==> src/rtl/rf_op_sequencer.sv <==
// Micro-operation sequencer wrapped around an 8-entry register file:
// reads the operands, runs an ALU op or an iterative shift-add multiply, and writes the result back.
module rf_op_sequencer #(
  parameter int unsigned W = 4
) (
  input  logic         CLK,
  input  logic         Reset,
  input  logic         Op_Valid,
  output logic         Op_Ready,
  input  logic [2:0]   Op_Code,
  input  logic [2:0]   Op_Dest,
  input  logic [2:0]   Op_Src0,
  input  logic [2:0]   Op_Src1,
  input  logic [W-1:0] Op_Imm,
  output logic [W-1:0] RF_Data,
  output logic [2:0]   RF_Destination_Select,
  output logic         RF_Write_Enable,
  output logic [2:0]   RF_Source_Select_0,
  output logic [2:0]   RF_Source_Select_1,
  input  logic [W-1:0] RF_Out_0,
  input  logic [W-1:0] RF_Out_1,
  output logic         Done,
  output logic         Carry,
  output logic         Zero
);

  localparam logic [2:0] S_IDLE  = 3'd0;
  localparam logic [2:0] S_READ  = 3'd1;
  localparam logic [2:0] S_EXEC  = 3'd2;
  localparam logic [2:0] S_MULT  = 3'd3;
  localparam logic [2:0] S_WRITE = 3'd4;

  localparam logic [2:0] OP_ADD   = 3'd0;
  localparam logic [2:0] OP_SUB   = 3'd1;
  localparam logic [2:0] OP_AND   = 3'd2;
  localparam logic [2:0] OP_OR    = 3'd3;
  localparam logic [2:0] OP_XOR   = 3'd4;
  localparam logic [2:0] OP_LOADI = 3'd5;
  localparam logic [2:0] OP_MUL   = 3'd6;
  localparam logic [2:0] OP_NOP   = 3'd7;

  localparam logic [W-1:0] MUL_LAST = W'(W - 1);

  logic [2:0]   state_q,    state_nxt;
  logic [2:0]   op_q,       op_nxt;
  logic [2:0]   dest_q,     dest_nxt;
  logic [W-1:0] a_q,        a_nxt;
  logic [W-1:0] b_q,        b_nxt;
  logic [W-1:0] acc_q,      acc_nxt;
  logic [W-1:0] cnt_q,      cnt_nxt;
  logic [W-1:0] rf_data_q,  rf_data_nxt;
  logic [2:0]   dsel_q,     dsel_nxt;
  logic [2:0]   sel0_q,     sel0_nxt;
  logic [2:0]   sel1_q,     sel1_nxt;
  logic         we_q,       we_nxt;
  logic         done_q,     done_nxt;
  logic         ready_q,    ready_nxt;
  logic         carry_q,    carry_nxt;
  logic         zero_q,     zero_nxt;
  logic         wcarry_q,   wcarry_nxt;

  logic [W:0]   sum;
  logic [W:0]   diff;
  logic [W-1:0] acc_step;
  logic [W-1:0] alu_res;
  logic         alu_cy;

  // Single-cycle ALU and one shift-add step of the multiplier
  always_comb begin
    sum      = {1'b0, a_q} + {1'b0, b_q};
    diff     = {1'b0, a_q} - {1'b0, b_q};
    acc_step = acc_q + (b_q[0] ? a_q : '0);
    alu_res  = '0;
    alu_cy   = 1'b0;
    case (op_q)
      OP_ADD: begin alu_res = sum[W-1:0];  alu_cy = sum[W];  end
      OP_SUB: begin alu_res = diff[W-1:0]; alu_cy = diff[W]; end
      OP_AND: alu_res = a_q & b_q;
      OP_OR:  alu_res = a_q | b_q;
      OP_XOR: alu_res = a_q ^ b_q;
      default: alu_res = '0;
    endcase
  end

  // Next-state and next-output logic; outputs are loaded on the edge that enters their state
  always_comb begin
    state_nxt   = state_q;
    op_nxt      = op_q;
    dest_nxt    = dest_q;
    a_nxt       = a_q;
    b_nxt       = b_q;
    acc_nxt     = acc_q;
    cnt_nxt     = cnt_q;
    dsel_nxt    = dsel_q;
    sel0_nxt    = sel0_q;
    sel1_nxt    = sel1_q;
    carry_nxt   = carry_q;
    zero_nxt    = zero_q;
    wcarry_nxt  = wcarry_q;
    rf_data_nxt = '0;
    we_nxt      = 1'b0;
    done_nxt    = 1'b0;
    ready_nxt   = 1'b0;
    case (state_q)
      S_IDLE: begin
        if (Op_Valid && ready_q) begin
          op_nxt   = Op_Code;
          dest_nxt = Op_Dest;
          if (Op_Code == OP_LOADI || Op_Code == OP_NOP) begin
            state_nxt   = S_WRITE;
            rf_data_nxt = (Op_Code == OP_LOADI) ? Op_Imm : '0;
            wcarry_nxt  = 1'b0;
            dsel_nxt    = Op_Dest;
            we_nxt      = (Op_Code != OP_NOP);
            done_nxt    = 1'b1;
          end else begin
            state_nxt = S_READ;
            sel0_nxt  = Op_Src0;
            sel1_nxt  = Op_Src1;
          end
        end else begin
          ready_nxt = 1'b1;
        end
      end
      S_READ: begin
        a_nxt     = RF_Out_0;
        b_nxt     = RF_Out_1;
        acc_nxt   = '0;
        cnt_nxt   = '0;
        state_nxt = (op_q == OP_MUL) ? S_MULT : S_EXEC;
      end
      S_EXEC: begin
        state_nxt   = S_WRITE;
        rf_data_nxt = alu_res;
        wcarry_nxt  = alu_cy;
        dsel_nxt    = dest_q;
        we_nxt      = 1'b1;
        done_nxt    = 1'b1;
      end
      S_MULT: begin
        acc_nxt = acc_step;
        a_nxt   = a_q << 1;
        b_nxt   = b_q >> 1;
        cnt_nxt = cnt_q + W'(1);
        if (cnt_q == MUL_LAST) begin
          state_nxt   = S_WRITE;
          rf_data_nxt = acc_step;
          wcarry_nxt  = 1'b0;
          dsel_nxt    = dest_q;
          we_nxt      = 1'b1;
          done_nxt    = 1'b1;
        end
      end
      S_WRITE: begin
        state_nxt = S_IDLE;
        ready_nxt = 1'b1;
        if (op_q != OP_NOP) begin
          carry_nxt = wcarry_q;
          zero_nxt  = (rf_data_q == '0);
        end
      end
      default: begin
        state_nxt = S_IDLE;
        ready_nxt = 1'b1;
      end
    endcase
  end

  // State and output registers
  always_ff @(posedge CLK) begin
    if (Reset) begin
      state_q   <= S_IDLE;
      op_q      <= '0;
      dest_q    <= '0;
      a_q       <= '0;
      b_q       <= '0;
      acc_q     <= '0;
      cnt_q     <= '0;
      rf_data_q <= '0;
      dsel_q    <= '0;
      sel0_q    <= '0;
      sel1_q    <= '0;
      we_q      <= 1'b0;
      done_q    <= 1'b0;
      ready_q   <= 1'b1;
      carry_q   <= 1'b0;
      zero_q    <= 1'b0;
      wcarry_q  <= 1'b0;
    end else begin
      state_q   <= state_nxt;
      op_q      <= op_nxt;
      dest_q    <= dest_nxt;
      a_q       <= a_nxt;
      b_q       <= b_nxt;
      acc_q     <= acc_nxt;
      cnt_q     <= cnt_nxt;
      rf_data_q <= rf_data_nxt;
      dsel_q    <= dsel_nxt;
      sel0_q    <= sel0_nxt;
      sel1_q    <= sel1_nxt;
      we_q      <= we_nxt;
      done_q    <= done_nxt;
      ready_q   <= ready_nxt;
      carry_q   <= carry_nxt;
      zero_q    <= zero_nxt;
      wcarry_q  <= wcarry_nxt;
    end
  end

  // Reset discards an op caught in WRITE: no write strobe and no retire pulse
  assign RF_Write_Enable       = we_q & ~Reset;
  assign Done                  = done_q & ~Reset;
  assign Op_Ready              = ready_q;
  assign RF_Data               = rf_data_q;
  assign RF_Destination_Select = dsel_q;
  assign RF_Source_Select_0    = sel0_q;
  assign RF_Source_Select_1    = sel1_q;
  assign Carry                 = carry_q;
  assign Zero                  = zero_q;

endmodule

==> config.mk <==
export PLATFORM = sky130hd
export DESIGN_NAME = rf_op_sequencer
export DESIGN_NICKNAME = d
export VERILOG_FILES = /design/src/rtl/rf_op_sequencer.sv
export SDC_FILE = /design/constraint.sdc
export NUM_CORES = 1
export LEC_CHECK = 0
export ABC_AREA = 1
export ABC_CLOCK_PERIOD_IN_PS = 2600
export CAP_MARGIN = 10
export CORE_MARGIN = 3
export CORE_UTILIZATION = 50
export DETAILED_ROUTE_END_ITERATION = 10
export PLACE_DENSITY = 0.83
export SYNTH_ARGS = -nofsm -noshare
export SYNTH_HDL_FRONTEND = slang
export SYNTH_SLANG_ARGS = --single-unit
==> constraint.sdc <==
create_clock -name CLK -period 2.6 [get_ports CLK]
set_clock_uncertainty 0.05 [all_clocks]
set_input_delay 0.65 -clock CLK [delete_from_list [all_inputs] [get_ports CLK]]
set_output_delay 0.65 -clock CLK [all_outputs]
set_load 0.01 [all_outputs]
==> run summary <==
The count of nets left with antenna violations once routing finished came out at 0. The worst slew margin relative to its limit is 0.633, and the vias after detailed routing is 2,335. The most used flip-flop cell after synthesis is sky130_fd_sc_hd__dfxtp_1. The cell area that synthesis handed to floorplanning was 2440 um2.

The post-route fraction of the period consumed by the critical path came out at 0.980. Start-to-end type of the worst setup path: input pin to output pin. The number of hold buffers added after cts is 0, and the worst path required time is 1.90 ns.

Detailed placement finished with a half-perimeter wire length of 4.48 mm. For this run, design rule violations remaining after detail routing come to 0. The run gives 1.32 nW as the static leakage power.

The H-tree generated during clock tree synthesis spans 2 levels. TritonCTS built the clock tree. The logs give 0.328 for the part of the power in combinational logic and 0 for the quantity of gates resized following cts. The area taken by flip-flops and latches is 881 um2, and the count of placed standard cells in the final layout, fillers left out is 456.

Synthesis produced a netlist with a net count of 392. Cell internal power was estimated by the tool at 1.36 mW. The number of setup violations in the final report is 0. Based on the critical path, the design can be clocked at up to 0.392 GHz.

The share of the synthesized area in compound gates (AO/OA/AOI/OAI) was 0.148; the xor and xnor fraction of the mapped netlist area was 0.00719. For the row count, the log shows 24. The worst setup path is launched from an input pin.

The post-synthesis async set-or-reset flop share was 0. Adding up every negative setup slack in the final design gives 0 ns. For the number of inserted filler cells in the final layout, the log shows 396. A synthesized cell averages 7.04 um2.

The worst hold path was traced through 2 stages. In this run, placement finished with an instance count of 448. The wire length reported by the detailed router was 5.92 mm; the count of routing violations after the opening detailed-route iteration was 204. The later pin in the worst-skew pair is clocked with a latency of 0.31 ns. The run gives 0 as the number of max-slew violations in the final report.

The first TritonRoute pass finished after 5 iterations. The tools report the critical path capture point type as an output pin. The mux share of post-synthesis cell area came out at 0.00411. The logs give 0 for the number of antenna violations at the first check in global routing and 5750 um2 for the die area.

The worst hold path terminates at Carry. In this run the count of I/O pins placed on the die edge is 45. The logs give 346 for the number of cells produced by synthesis and 44 for the clock sink total. In this run the deepest clock path goes through 2 buffers. For this run the aggregate overflow at the end of global routing stands at 0. The worst min-delay path startpoint was Carry.

Master cell of the clock root buffer: sky130_fd_sc_hd__clkbuf_8. The measured slew at the worst slew-check pin was 0.551 ns. Initial cell density of the core: 0.538. Entering global routing, the biggest net connects 22 pins. The number of cells on the worst reg-to-reg path was 8. The post-CTS repair timing setup buffer count is 0. The post-synthesis sequential element count was 44.

Clock-pin slew was measured on the worst setup and hold paths at 0.08 ns. The number of max-capacitance violations reported is 0. The chip width is 75.8 um, and the adder-cell area share of the yosys netlist is 0.107. Setup repair after global routing left no endpoint under its margin.

The maximum net fanout on the critical path came out at 4. The type of the worst min-delay path was register to register. Global-route wire length before repair: 9.81 mm. Across all register-to-register paths, the minimum setup slack is 0.57 ns.

The number of library cell types mapped by synthesis is 38. Simple logic cell fraction of the synthesized area: 0.278. For this run, the post-layout net count is 436.

In the final routed layout, each cell accounts on average for 13.0 um. Main combinational cell family by area after synthesis: simple AND/OR/NAND/NOR gates. The via density per instance was 5.12. Switching fraction of total power: 0.355. The congestion estimate from routability-driven global placement came to 0.994. The tools report the capture instance of the worst register-to-register path as RF_Data[1]. The number of global-route vias before repair was 2,236; the footprint of the multi-input gates was 1330 um2.

Area growth from synthesis to final layout: 25.6%. The total track usage is 0.224. The logs give 0.749 mW for the switching power and 1.85 ns for the data arrival time at the worst-slack endpoint.

The relative contribution of the clock network to total power is 0.265, and the synthesis warning total is 0. The fraction of final layout cells with drive strength greater than 1 works out to 0.0691. The CTS buffer count is 5. The power share of the sequential group came out at 0.407. Dividing total power by cell area gives a power density of 689 nW/um2. VDD sags by at most 448 uV. Post-layout minimum cycle time: 2.55 ns. The share of the yosys chip area belonging to registers came out at 0.361.

The area of the core region came out at 4530 um2. The startpoint identified for the worst register-to-register timing path is b_q[0]. Number of enable-type register cells in the synthesized netlist: 0.

The floorplan step set the die height to 75.8 um. The flow ran to the end, and the final reports show no timing, DRC or antenna violations. Input and output buffers added on the ports amount to 44. The repair_antennas step left the layout with diodes totalling 0. For the final number of hold-violating endpoints, the log shows 0.
-- per-layer routing --
metal | vias up | track usage | part of all wire
li1 | 1188 | - | -
met1 | 1054 | 0.270 | 0.43
met4 | 0 | 0.0777 | 0.019
met5 | - | 0 | 0
met2 | 81 | 0.380 | 0.48
met3 | 12 | 0.0620 | 0.077
-- kinds of logic after synthesis --
logic type | count (synthesis)
AOI/OAI and AO/OA | 66
xor gates and xnor gates | 2
DFF | 44
buffers and inverters | 60
adders and majority gates | 19
muxes | 1
and+or+nand+nor | 154
-- synth_stat cells, types with 3 or more instances --
cell type / count / area, um2
sky130_fd_sc_hd__inv_2: 6 / 22.5
sky130_fd_sc_hd__a21oi_1: 25 / 125
sky130_fd_sc_hd__clkbuf_1: 6 / 22.5
sky130_fd_sc_hd__nor2_1: 40 / 150
sky130_fd_sc_hd__nand2_1: 80 / 300
sky130_fd_sc_hd__fa_1: 3 / 60.1
sky130_fd_sc_hd__a31oi_1: 6 / 37.5
sky130_fd_sc_hd__nand3_1: 18 / 90.1
sky130_fd_sc_hd__inv_1: 44 / 165
sky130_fd_sc_hd__ha_1: 16 / 200
sky130_fd_sc_hd__o21ai_1: 12 / 60.1
sky130_fd_sc_hd__dfxtp_1: 44 / 881
sky130_fd_sc_hd__o211ai_1: 3 / 22.5
sky130_fd_sc_hd__o21ai_0: 14 / 70.1
-- critical path, cell delays in order --
cell,delay [ns]
sky130_fd_sc_hd__clkdlybuf4s50_1,0.52
sky130_fd_sc_hd__nor2_1,0.14
sky130_fd_sc_hd__clkdlybuf4s50_1,0.54
-- worst max path at each step --
stage	start	end	slack (ns)	depth (start not counted)
2_1_floorplan	Reset	Done	0.65	3
3_3_place_gp	Reset	Done	0.04	3
3_5_place_dp	Reset	Done	0.05	3
4_1_cts	Reset	Done	0.03	3
5_1_grt	Reset	RF_Write_Enable	0.02	3
6_report	Reset	RF_Write_Enable	0.05	3
-- stage by stage --
step | utilization | power [mW] | hold WS [ns] | cell area [um2] | setup WS [ns]
floorplan | - | 1.31 | 0.375 | 2440 | 0.653
global placement | 0.648 | 1.54 | 0.386 | 2940 | 0.0417
detailed placement | 0.648 | 1.56 | 0.393 | 2940 | 0.0512
CTS | 0.675 | 2.11 | 0.407 | 3060 | 0.0343
global route | 0.675 | 2.24 | 0.439 | 3060 | 0.0249
finish | 0.675 | 2.11 | 0.408 | 3060 | 0.0508
-- placed cells by master, fill, tap and decap left out, types with 2 or more instances in the layout --
| cell | instances |
|---|---|
| sky130_fd_sc_hd__nor2_4 | 2 |
| sky130_fd_sc_hd__a31oi_1 | 6 |
| sky130_fd_sc_hd__inv_2 | 6 |
| sky130_fd_sc_hd__dfxtp_1 | 44 |
| sky130_fd_sc_hd__clkbuf_8 | 6 |
| sky130_fd_sc_hd__o21ai_1 | 12 |
| sky130_fd_sc_hd__clkdlybuf4s50_1 | 43 |
| sky130_fd_sc_hd__nor2_1 | 40 |
| sky130_fd_sc_hd__o22ai_1 | 2 |
| sky130_fd_sc_hd__nand2_1 | 80 |
| sky130_fd_sc_hd__ha_1 | 16 |
| sky130_fd_sc_hd__a21oi_1 | 25 |
| sky130_fd_sc_hd__nand3_1 | 18 |
| sky130_fd_sc_hd__o211ai_1 | 3 |
| sky130_fd_sc_hd__inv_1 | 44 |
| sky130_fd_sc_hd__buf_4 | 2 |
| sky130_fd_sc_hd__fa_1 | 3 |
| sky130_fd_sc_hd__nor3_2 | 2 |
| sky130_fd_sc_hd__o21ai_0 | 14 |
| sky130_fd_sc_hd__nor2_2 | 2 |
-- layout make-up --
type                    count  share of cell area
flip-flops and latches     44               0.288
clock inverters             2              0.0127
clock buffers               6              0.0270
repair buffers             46               0.150
multi-input cells         242               0.433
inverters                  51              0.0633
well taps                  65              0.0266
-- power by group through the flow --
stage | Combinational [mW] | Sequential (mW) | Clock, mW
final | 0.692 | 0.858 | 0.558
after global placement | 0.675 | 0.868 | 0
after global routing | 0.790 | 0.872 | 0.583
after detailed placement | 0.686 | 0.872 | 0
after CTS | 0.693 | 0.858 | 0.564
after floorplan | 0.450 | 0.865 | 0
-- sequential cells by signal (all words and copies together) (netlist names) --
register	cells
RF_Data	4
RF_Source_Select_0	3
Op_Ready	1
we_q	1
done_q	1
state_q	3
cnt_q	4
RF_Source_Select_1	3
Carry	1
b_q	4
op_q	3
RF_Destination_Select	3
dest_q	3
wcarry_q	1
a_q	4
acc_q	4
Zero	1
Note: power is estimated with default switching activity, not from simulation.
==> RTL change: new RTL, same settings <==
Change the parameter `W` from 4 to 3.
--- a/src/rtl/rf_op_sequencer.sv
+++ b/src/rtl/rf_op_sequencer.sv
@@ -2,5 +2,5 @@
 // reads the operands, runs an ALU op or an iterative shift-add multiply, and writes the result back.
 module rf_op_sequencer #(
-  parameter int unsigned W = 4
+  parameter int unsigned W = 3
 ) (
   input  logic         CLK,
Interface: changed (resized Op_Imm, RF_Data, RF_Out_0 and RF_Out_1); port bits go from 45 to 41. No check against the original RTL was run, so the function may have changed too.
==> RTL change against the original RTL <==
- clock power shrank 27%
- fmax grew 2.8%
- via count fell by 15%
- worst setup slack better by 69 ps
- area after synthesis down 14%
- power shrank 27%
- critical path depth stayed put
- routed wire length is 20% lower
- largest cell class unchanged
- global-route usage is 1.9 points lower
- non-clock buffer count down 4
- sequential cell count fell by 5
- largest power group unchanged
- critical path type unchanged
- sequential power fell by 17%
- sequential share of layout area grew 1.1 points
- design area shrank 15%
==> RTL change: results <==
export IMPL_wl_um=4740
export IMPL_vdd_ir_drop_worst_v=0.000370
export IMPL_timing_rr_end="RF_Data[2]"
export IMPL_synth_fp_nets=337
export IMPL_rr_worst_depth=10
export IMPL_place_congestion=0.843
export IMPL_grt_pass1_wl_um=8340
export IMPL_grt_start_max_net_pins=23
export IMPL_io_buffers=40
export IMPL_layout_cells_non_filler=387
export IMPL_synth_area_per_cell_sq_um=7.06
export IMPL_synthTopCellsByCount="nand2_1 (69), inv_1 (51), dfxtp_1 (39)"
export IMPL_grt_usage_pct=20.5
export IMPL_p_leak_nw=1.11
export IMPL_grt_pass1_vias=1838
export IMPL_pre_cts_slack_ps=127
export IMPL_detailed_place_hpwl_um=3580
export IMPL_ff2ff_setup_slack_ps=470
export IMPL_worst_pin_slew_ps=588
export IMPL_status="complete, no violations"
export IMPL_final_layout_size_suffix_gt1_share_pct=5.90
export IMPL_ys_seq_area_share_pct=37.1
export IMPL_max_freq_mhz=403
export IMPL_drtPass1Iterations=4
export IMPL_dp_cells=379
export IMPL_fillerInstances=346
RTL change: changes by cell type after synthesis, moves of 5 or more:
| cell | before | now |
|---|---|---|
| inv_1 | 44 | 51 |
| nand2_1 | 80 | 69 |
| dfxtp_1 | 44 | 39 |
| o21ai_1 | 12 | 1 |
| o21ai_0 | 14 | 24 |
| nand3_1 | 18 | 13 |
| inv_2 | 6 | 0 |
| nor2_1 | 40 | 22 |
RTL change: worst max-delay path, delay by kind of cell:
family	cells	cell delay, ps
buffers and inverters	2	1000
AND/OR/NAND/NOR	1	130
RTL change: worst min-delay path by stage:
stage	start	end	slack [ps]	depth (start not counted)
5_1_grt	RF_Source_Select_0[1]	RF_Source_Select_0[1]	420	2
3_5_place_dp	cnt_q[2]	cnt_q[2]	380	1
2_1_floorplan	cnt_q[2]	cnt_q[2]	360	1
3_3_place_gp	cnt_q[2]	cnt_q[2]	380	1
6_report	RF_Source_Select_1[1]	RF_Source_Select_1[1]	400	2
4_1_cts	cnt_q[2]	cnt_q[2]	400	1
RTL change: cell families after synthesis:
group                      count (synthesis)  synth area share (%)
AOI/OAI and AO/OA                         62                  15.6
xor gates and xnor gates                   1                 0.416
adders and majority gates                 15                  9.99
buffers and inverters                     61                  12.2
DFF                                       39                  37.1
and+or+nand+nor                          120                  24.7
RTL change: routing by layer:
layer	part of all wire, %	vias to the layer above	track usage [%]
met5	0	-	0
met4	1.1	0	5.64
met3	5.8	6	4.55
met2	46	59	32.6
met1	47	899	27.9
li1	-	1022	-
RTL change: cell type report:
class	count	area, sq um	area share [%]
inverter	52	198	7.57
clock buffer	5	68.8	2.64
timing repair buffer	42	415	15.9
multi-input combinational	198	1070	40.9
tap	48	60.1	2.30
clock inverter	3	20.0	0.767
sequential	39	781	29.9
RTL change: through the flow:
stage	utilization [%]	cell area [sq um]
2_1_floorplan	-	2100
3_3_place_gp	65.4	2520
3_5_place_dp	65.4	2520
4_1_cts	67.7	2610
5_1_grt	67.7	2610
6_report	67.7	2610
RTL change: where the power goes:
group | switching [mW] | total (mW) | internal, mW
Clock | 0.224 | 0.410 | 0.187
Sequential | 0.0532 | 0.714 | 0.660
Combinational | 0.232 | 0.410 | 0.179
Total | 0.509 | 1.53 | 1.03
